**src/rtl/pipeline_trace_monitor.sv**
```systemverilog
// rtl/pipeline_trace_monitor.sv - retirement trace FIFO with hang detection and statistics
module pipeline_trace_monitor #(
  parameter int XLEN        = 32,
  parameter int DEPTH       = 16,
  parameter int HANG_CYCLES = 64,
  parameter int OVERWRITE   = 0
) (
  input  logic                   Clk,
  input  logic                   reset,
  input  logic                   clear,
  input  logic                   wb_valid,
  input  logic [4:0]             wb_rd,
  input  logic [XLEN-1:0]        wb_data,
  input  logic [XLEN-1:0]        wb_pc,
  input  logic [XLEN-1:0]        fetch_pc,
  input  logic                   rd_ready,
  output logic                   rd_valid,
  output logic [4:0]             rd_rd,
  output logic [XLEN-1:0]        rd_data,
  output logic [XLEN-1:0]        rd_pc,
  output logic [$clog2(DEPTH):0] level,
  output logic [31:0]            retired_count,
  output logic [31:0]            cycle_count,
  output logic                   overflow,
  output logic                   hang
);

  localparam int PW = $clog2(DEPTH);
  localparam int LW = PW + 1;
  localparam int SW = $clog2(HANG_CYCLES) + 1;
  localparam int EW = 5 + 2 * XLEN;
  localparam logic [LW-1:0] FULL_LEVEL  = LW'(DEPTH);
  localparam logic [SW-1:0] STALL_LIMIT = SW'(HANG_CYCLES - 1);
  localparam bit            EVICT       = (OVERWRITE != 0);

  typedef enum logic [0:0] {RUN, HUNG} state_t;

  state_t          state;
  state_t          state_nxt;
  logic [EW-1:0]   mem [DEPTH];
  logic [PW-1:0]   wr_ptr;
  logic [PW-1:0]   rd_ptr;
  logic [SW-1:0]   stall;
  logic [XLEN-1:0] prev_pc;
  logic [EW-1:0]   head;
  logic            full;
  logic            push_req;
  logic            pop;
  logic            push_full_only;
  logic            do_write;
  logic            adv_rd;

  // A full buffer with a simultaneous pop still accepts the push; only an
  // unpaired push into a full buffer overflows (and may evict the head).
  assign rd_valid       = (level != '0);
  assign full           = (level == FULL_LEVEL);
  assign push_req       = (state == RUN) && wb_valid && (wb_rd != 5'd0);
  assign pop            = rd_valid && rd_ready;
  assign push_full_only = push_req && full && !pop;
  assign do_write       = push_req && (!full || pop || EVICT);
  assign adv_rd         = pop || (push_full_only && EVICT);
  assign hang           = (state == HUNG);

  // Head fields are gated so stale storage never appears on an empty buffer.
  assign head    = mem[rd_ptr];
  assign rd_rd   = rd_valid ? head[EW-1 -: 5]        : '0;
  assign rd_data = rd_valid ? head[2*XLEN-1 -: XLEN] : '0;
  assign rd_pc   = rd_valid ? head[XLEN-1:0]         : '0;

  // FSM state register.
  always_ff @(posedge Clk or negedge reset) begin
    if (!reset) state <= RUN;
    else        state <= state_nxt;
  end

  // Next state: hang once the PC has been stuck long enough; only clear leaves HUNG.
  always_comb begin
    state_nxt = state;
    if (clear)                                 state_nxt = RUN;
    else if (state == RUN && stall == STALL_LIMIT) state_nxt = HUNG;
  end

  // Trace storage; no reset needed because level gates what is visible.
  always_ff @(posedge Clk) begin
    if (do_write && !clear) mem[wr_ptr] <= {wb_rd, wb_data, wb_pc};
  end

  // Pointers, occupancy and the sticky overflow flag.
  always_ff @(posedge Clk or negedge reset) begin
    if (!reset) begin
      wr_ptr   <= '0;
      rd_ptr   <= '0;
      level    <= '0;
      overflow <= 1'b0;
    end else if (clear) begin
      wr_ptr   <= '0;
      rd_ptr   <= '0;
      level    <= '0;
      overflow <= 1'b0;
    end else begin
      if (do_write) wr_ptr <= wr_ptr + PW'(1);
      if (adv_rd)   rd_ptr <= rd_ptr + PW'(1);
      if (push_req && !full && !pop)   level <= level + LW'(1);
      else if (pop && !push_req)       level <= level - LW'(1);
      if (push_full_only) overflow <= 1'b1;
    end
  end

  // Saturating statistics, frozen while hung.
  always_ff @(posedge Clk or negedge reset) begin
    if (!reset) begin
      retired_count <= '0;
      cycle_count   <= '0;
    end else if (clear) begin
      retired_count <= '0;
      cycle_count   <= '0;
    end else if (state == RUN) begin
      if (cycle_count != 32'hFFFF_FFFF) cycle_count <= cycle_count + 32'd1;
      if (push_req && retired_count != 32'hFFFF_FFFF) retired_count <= retired_count + 32'd1;
    end
  end

  // Stall counter tracks how long the fetch PC has stayed put.
  always_ff @(posedge Clk or negedge reset) begin
    if (!reset) begin
      stall   <= '0;
      prev_pc <= '0;
    end else begin
      prev_pc <= fetch_pc;
      if (clear)                     stall <= '0;
      else if (state == RUN) begin
        if (fetch_pc != prev_pc)     stall <= '0;
        else                         stall <= stall + SW'(1);
      end
    end
  end

endmodule

```
**config.mk**
```make
export PLATFORM = sky130hd
export DESIGN_NAME = pipeline_trace_monitor
export DESIGN_NICKNAME = d
export VERILOG_FILES = /design/src/rtl/pipeline_trace_monitor.sv
export SDC_FILE = /design/constraint.sdc
export NUM_CORES = 1
export LEC_CHECK = 0
export BUFFER_PORTS_ARGS = -buffer_cell sky130_fd_sc_hd__clkbuf_2
export CAP_MARGIN = 20
export CORE_MARGIN = 2
export CORE_UTILIZATION = 60
export CTS_CLUSTER_DIAMETER = 80
export DETAILED_ROUTE_END_ITERATION = 10
export GPL_TIMING_DRIVEN = 0
export PLACE_DENSITY = 0.86
export SLEW_MARGIN = 20
export SYNTH_ARGS = -nofsm -noshare
export SYNTH_HDL_FRONTEND = slang
export SYNTH_SLANG_ARGS = --single-unit
```
**constraint.sdc**
```tcl
create_clock -name Clk -period 6.3 [get_ports Clk]
set_clock_uncertainty 0.05 [all_clocks]
set_input_delay 0.945 -clock Clk [delete_from_list [all_inputs] [get_ports Clk]]
set_output_delay 0.945 -clock Clk [all_outputs]
set_load 0.02 [all_outputs]
```
=== After elaboration in Yosys (flattened, before gate mapping) ===
Memories as Yosys holds them, arrays and structs flattened.
Cells that the tools add are included.

* Output and inout bits: 141
* Latch bits: 0
* Bits in read-only memories: 0
* Bits of input ports: 106
* Logic and storage cells: 77
* Flip-flop bits (word level): 118
* RAM bits: 1104
* Memories: 1

* Div/mod/pow operators: 0
* Reduce and logical (&&, ||, !) cells: 28
* Bitwise logic cells: 1
* Add/sub/neg operators: 7
* Mux-type cells: 25
* Multipliers: 0
* Eq/ne operators: 6
* Shift-type cells: 0
* $lt $le $gt $ge: 0

{| class="wikitable"
|+ Memory list
! name !! words !! bits a word !! read ports !! clocked after memory_dff !! wr ports !! line !! text
|-
| mem || 16 || 69 || 1 || 0 || 1 || 40 || <nowiki>logic [EW-1:0] mem [DEPTH];</nowiki>
|}

{| class="wikitable"
|+ Operators by type and width
! cell !! count
|-
| $mux W32 || 8
|-
| $add A32 B1 Y32 const B || 2
|-
| $ne A32 B32 Y1 const B || 2
|-
| $ne A32 B32 Y1 || 1
|-
| $mux W7 || 3
|-
| $mux W5 || 4
|-
| $mux W4 || 4
|-
| $logic_and A1 B1 Y1 || 12
|-
| $reduce_bool A2 Y1 || 6
|-
| $reduce_bool A5 Y1 || 2
|-
| $add A4 B1 Y4 const B || 2
|-
| $add A7 B1 Y7 const B || 1
|-
| $eq A7 B6 Y1 const B || 1
|-
| $mux W1 || 6
|-
| $add A5 B1 Y5 const B || 1
|-
| $eq A5 B5 Y1 const B || 1
|-
| $sub A5 B1 Y5 const B || 1
|-
| $logic_not A1 Y1 || 4
|-
| $reduce_and A2 Y1 || 2
|-
| $reduce_bool A3 Y1 || 1
|-
| $ne A2 B2 Y1 const B || 1
|-
| $logic_or A1 B1 Y1 || 1
|-
| $not A1 Y1 || 1
|}

=== Logic depth before layout (Yosys ltp) ===
* Word-level depth: 8
* Mapped depth: 9
* Depth with buffers taken out: 9

=== Worst setup path before layout ===
OpenSTA, ideal clock, no wires.

* Path kind: input to register
* Start: input port wb_valid
* End: memory mem[12][0] (netlist name) (enable)
* Data required time: 5753 ps
* Buffers on the path: 2
* Setup slack: 896 ps
* Setup time: 497 ps
* Stages: 7
* Data arrival time: 4857 ps
* Path through: nor2b_1 -> o21ai_0 -> buf_2 -> buf_2 -> nor2_1 -> nand2_1 -> nor2_1

* Cells in the longest elaborated chain, start to end: 6

{| class="wikitable"
|+ RTL lines
! element !! line !! text
|-
| from (decl) || 11 || <nowiki>input logic wb_valid,</nowiki>
|-
| $logic_and A1 B1 Y1 (2 in series) || 57 || <nowiki>assign push_req = (state == RUN) && wb_valid && (wb_rd != 5'd0);</nowiki>
|-
| $logic_and A1 B1 Y1 || 60 || <nowiki>assign do_write = push_req && (!full || pop || EVICT);</nowiki>
|-
| $logic_and A1 B1 Y1 || 85 || <nowiki>if (do_write && !clear) mem[wr_ptr] <= {wb_rd, wb_data, wb_pc};</nowiki>
|-
| $mux W1 || 85 ||
|-
| $mux W1 (implied by the code) || 85 ||
|-
| to (decl) || 40 ||
|}

Every way passes these cells.

=== Final worst setup path ===
* Start: register rd_ptr[1]
* End: output port rd_data[18]

* Cells in the longest elaborated chain, start to end: 2

{| class="wikitable"
|+ RTL lines
! element !! line !! text
|-
| from (decl) || 42 || <nowiki>logic [PW-1:0] rd_ptr;</nowiki>
|-
| from (signal assigned) || 102 || <nowiki>if (adv_rd) rd_ptr <= rd_ptr + PW'(1);</nowiki>
|-
| $mem_v2 Z16 W69 || - ||
|-
| $mux W32 || 67 || <nowiki>assign rd_data = rd_valid ? head[2*XLEN-1 -: XLEN] : '0;</nowiki>
|-
| to (decl) || 19 || <nowiki>output logic [XLEN-1:0] rd_data,</nowiki>
|}

Every way passes these cells.

==> summary.md <==
| Metric | Value |
|---|---|
| PwrDens | 361 nW/um^2 |
| Slowest Stage Delay on Critical Path | 860 ps |
| Slew Limit Fails | 0 |
| Final period utilization | 94.6% |
| Combinational Power Share | 20.7% |
| Post-synth EDFFs | 1104 |
| Fillers | 4268 |
| Hold_buf cts | 0 |
| Pleak | 18.1 nW |
| CTS max path bufs | 3 |
| Multi-input logic area | 11400 sq um |
| Max cap viols | 0 |
| Post-CTS setup buffer count | 0 |
| Synth top area share | 69.1% |
| Synth area leaders | edfxtp_1, mux4_2, dfrtp_1, and2_1, xnor2_1 |
| Most frequent cells in the layout | edfxtp_1, mux4_2, clkbuf_2 |
| CP Class | flop to output pin |
| Top cell type by total area after synthesis | edfxtp_1 |
| GRT Total Usage | 35.4% |
| HP Class | input port to asynchronous set/reset pin |
| Clock root buffer | clkbuf_16 |
| FF+latch count, synth | 1222 |
| Drt pass-1 iters | 10 |
| Setup crit start | rd_ptr[1]$_DFFE_PN0P_ |
| Worst path bufs/invs | 4 |
| DP HPWL | 82.9 mm |
| Sequential share of power | 44.6% |
| Clock power frac | 34.8% |
| Clk slew on worst S/H paths | 70 ps |
| Via Count | 27400 |
| Delay-heaviest family, CP | buffers and inverters |
| Initial drt markers | 5032 |
| Core Area | 79000 sq um |
| Predominant post-synthesis flop cell | edfxtp_1 |
| Layout cell share with drive strength beyond 1 | 32.6% |
| Drt total wl | 143 mm |
| Reg-to-reg setup timing slack | 2170 ps |
| Setup tns final | 0 ps |
| CTS H-tree depth | 3 |
| First-pass GRT wire length | 203 mm |
| Commonest non-fill, non-tap cell in the layout | edfxtp_1 |
| Worst setup SP type | flop |
| CTS tree | yes |
| DIE HEIGHT | 287 microns |
| Yosys cell types | 57 |
| IO Pins | 247 |
| Worst-Skew Late Latency | 700 ps |
| Switching power | 5.59 mW |
| Worst flop-to-flop path startpoint | level[0]$_DFFE_PN0P_ |
| Setup crit end | rd_data[18] |
| Switching Share | 27.7% |
| Hold_ws | 175 ps |
| CP required | 5300 ps |
| Buffers on Ports | 244 |
| Register Area | 36100 sq um |
| Pin count of the biggest net entering global routing | 63 |
| Post-route ant nets | 0 |
| Initial antenna violation count | 20 |
| CTS Buf Count | 114 |
| Syn Area/Cell | 21.2 sq um |
| CP max FO | 10 |
| Util after Layout | 70.8% |
| Fin nets | 2803 |
| Post-DR vias/cell | 7.15 |
| Row cnt | 103 |
| Net Count, Synth | 2377 |
| Critical path cell sequence | clkbuf_1 > clkbuf_1 > clkbuf_1 > mux4_2 > mux4_2 > and2_1 > clkbuf_2 |
| Worst Reg-to-Reg Cells | 8 |
| Die width | 287 microns |
| Post-Syn Area | 48000 sq um |
| Wire per inst | 37.2 microns |
| Worst-margin pin slew | 1230 ps |
| CP endpoint kind | output pin |
| Initial core utilization | 60.7% |
| Fmax | 0.168 GHz |
| Highest-delay cell along the critical path | clkbuf_1 |
| WP data arrival | 4960 ps |
| Most Frequent Cell on Critical Path | clkbuf_1 |
| Critical path depth in cells | 7 |
| Layout area overhead | 16.7% |
| Seq/Total Area, Yosys | 75.3% |
| Post-layout min period | 5960 ps |
| RSZ-0062 raised after global routing | false |
| Vias in the first global route | 28000 |
| Final Hold Vio Count | 0 |
| Syn Inst Count | 2258 |
| Setup violators final | 0 |
| P_int | 14.6 mW |
| Synth warnings | 0 |
| Outcome | completed |
| Worst relative slew slack | 17.0% |
| TritonCTS Sinks | 1222 |
| Die Area | 82200 sq um |
| PostCTS Resize Cnt | 0 |
| Maximum vdd drop | 0.000316 V |
| Grt total ovfl | 0 |
| Asr flop ratio synth | 9.66% |
| RR Endpoint | level[4]$_DFFE_PN0P_ |
| Gpl congestion | 0.899 |
| DRC viols | 0 |
-- through the flow --
stage | setup WS [ps] | cell area, sq um | cells | power [mW]
after CTS | 509 | 55900 | 3826 | 20.2
after global routing | 436 | 55900 | 3837 | 20.6
after detailed placement | 1330 | 52200 | 3617 | 13.2
after floorplan | 896 | 48000 | 2258 | 11.7
after global placement | -3180 | 50500 | 3552 | 12.9
final | 340 | 55900 | 3840 | 20.2
-- final cells by class --
cell class / count / share of cell area (%)
flip-flops and latches: 1222 / 64.5
multi-input cells: 908 / 20.5
clock buffers: 153 / 5.49
repair buffers: 310 / 4.99
well taps: 1050 / 2.35
clock inverters: 56 / 1.15
plain buffers: 114 / 0.881
inverters: 14 / 0.0939
diodes: 13 / 0.0581
-- worst reg2reg max path: cells and delay by family (launching register included) --
family	cells	cell delay, ps
AND/OR/NAND/NOR	3	1910
AO/OA/AOI/OAI	4	1030
adder cells (fa/ha/maj)	1	570
flip-flops	1	470
-- how the worst min path moves through the flow --
stage	end	cells past startpoint	slack, ps
after floorplan	stall[1]$_DFFE_PN0P_	2	420
after global placement	overflow$_DFFE_PN0P_	2	440
after detailed placement	stall[6]$_DFFE_PN0P_	2	470
after CTS	cycle_count[26]$_DFFE_PN0P_	1	170
after global routing	cycle_count[28]$_DFFE_PN0P_	1	220
final	cycle_count[29]$_DFFE_PN0P_	1	180
-- state kept, by name (all words and copies together) (netlist names) --
| register | cells |
|---|---|
| cycle_count | 32 |
| mem | 1104 |
| hang | 1 |
| level | 5 |
| rd_ptr | 4 |
| retired_count | 32 |
| stall | 7 |
| overflow | 1 |
| wr_ptr | 4 |
| prev_pc | 32 |
-- cell usage after synthesis, drive strengths merged, types with 5 or more instances --
cell / instances
a21oi: 50
and2: 74
and3: 7
and4: 7
buf: 49
clkbuf: 65
dfrtp: 118
edfxtp: 1104
ha: 12
inv: 13
mux2: 17
mux4: 345
nand2: 52
nand3: 35
nand4: 16
nor2: 57
nor2b: 17
nor3: 14
nor4: 14
o21ai: 35
o31ai: 13
or2: 5
or3: 32
or4: 18
xnor2: 35
xor2: 7
-- power groups by stage --
stage	logic, mW	registers, mW	clock network (mW)
2_1_floorplan	2.54	9.18	0
3_3_place_gp	3.76	9.17	0
3_5_place_dp	4.00	9.17	0
4_1_cts	4.16	9.00	7.02
5_1_grt	4.32	9.01	7.27
6_report	4.18	9.01	7.03
-- cell families (layout without fill, tap and decap cells) --
group | after synthesis | after routing | synth area share [%]
flip-flops | 1222 | 1222 | 75.3
AO/OA/AOI/OAI | 127 | 127 | 1.59
adder cells (fa/ha/maj) | 13 | 13 | 0.355
AND/OR/NAND/NOR | 362 | 362 | 4.24
buffers and inverters | 128 | 647 | 1.12
other | 0 | 13 | 0
multiplexers | 364 | 364 | 16.6
XOR/XNOR | 42 | 42 | 0.767
-- layer usage --
layer | share of wire (%) | wire [microns] | GRT usage (%) | up-vias
li1 | - | - | - | 10300
met1 | 32 | 45300 | 44.1 | 14000
met2 | 50 | 71100 | 58.4 | 2539
met3 | 12 | 16900 | 8.19 | 594
met4 | 6.6 | 9430 | 19.3 | 12
met5 | 0.051 | 73 | 0 | -
Note: power is estimated with default switching activity, not from simulation.
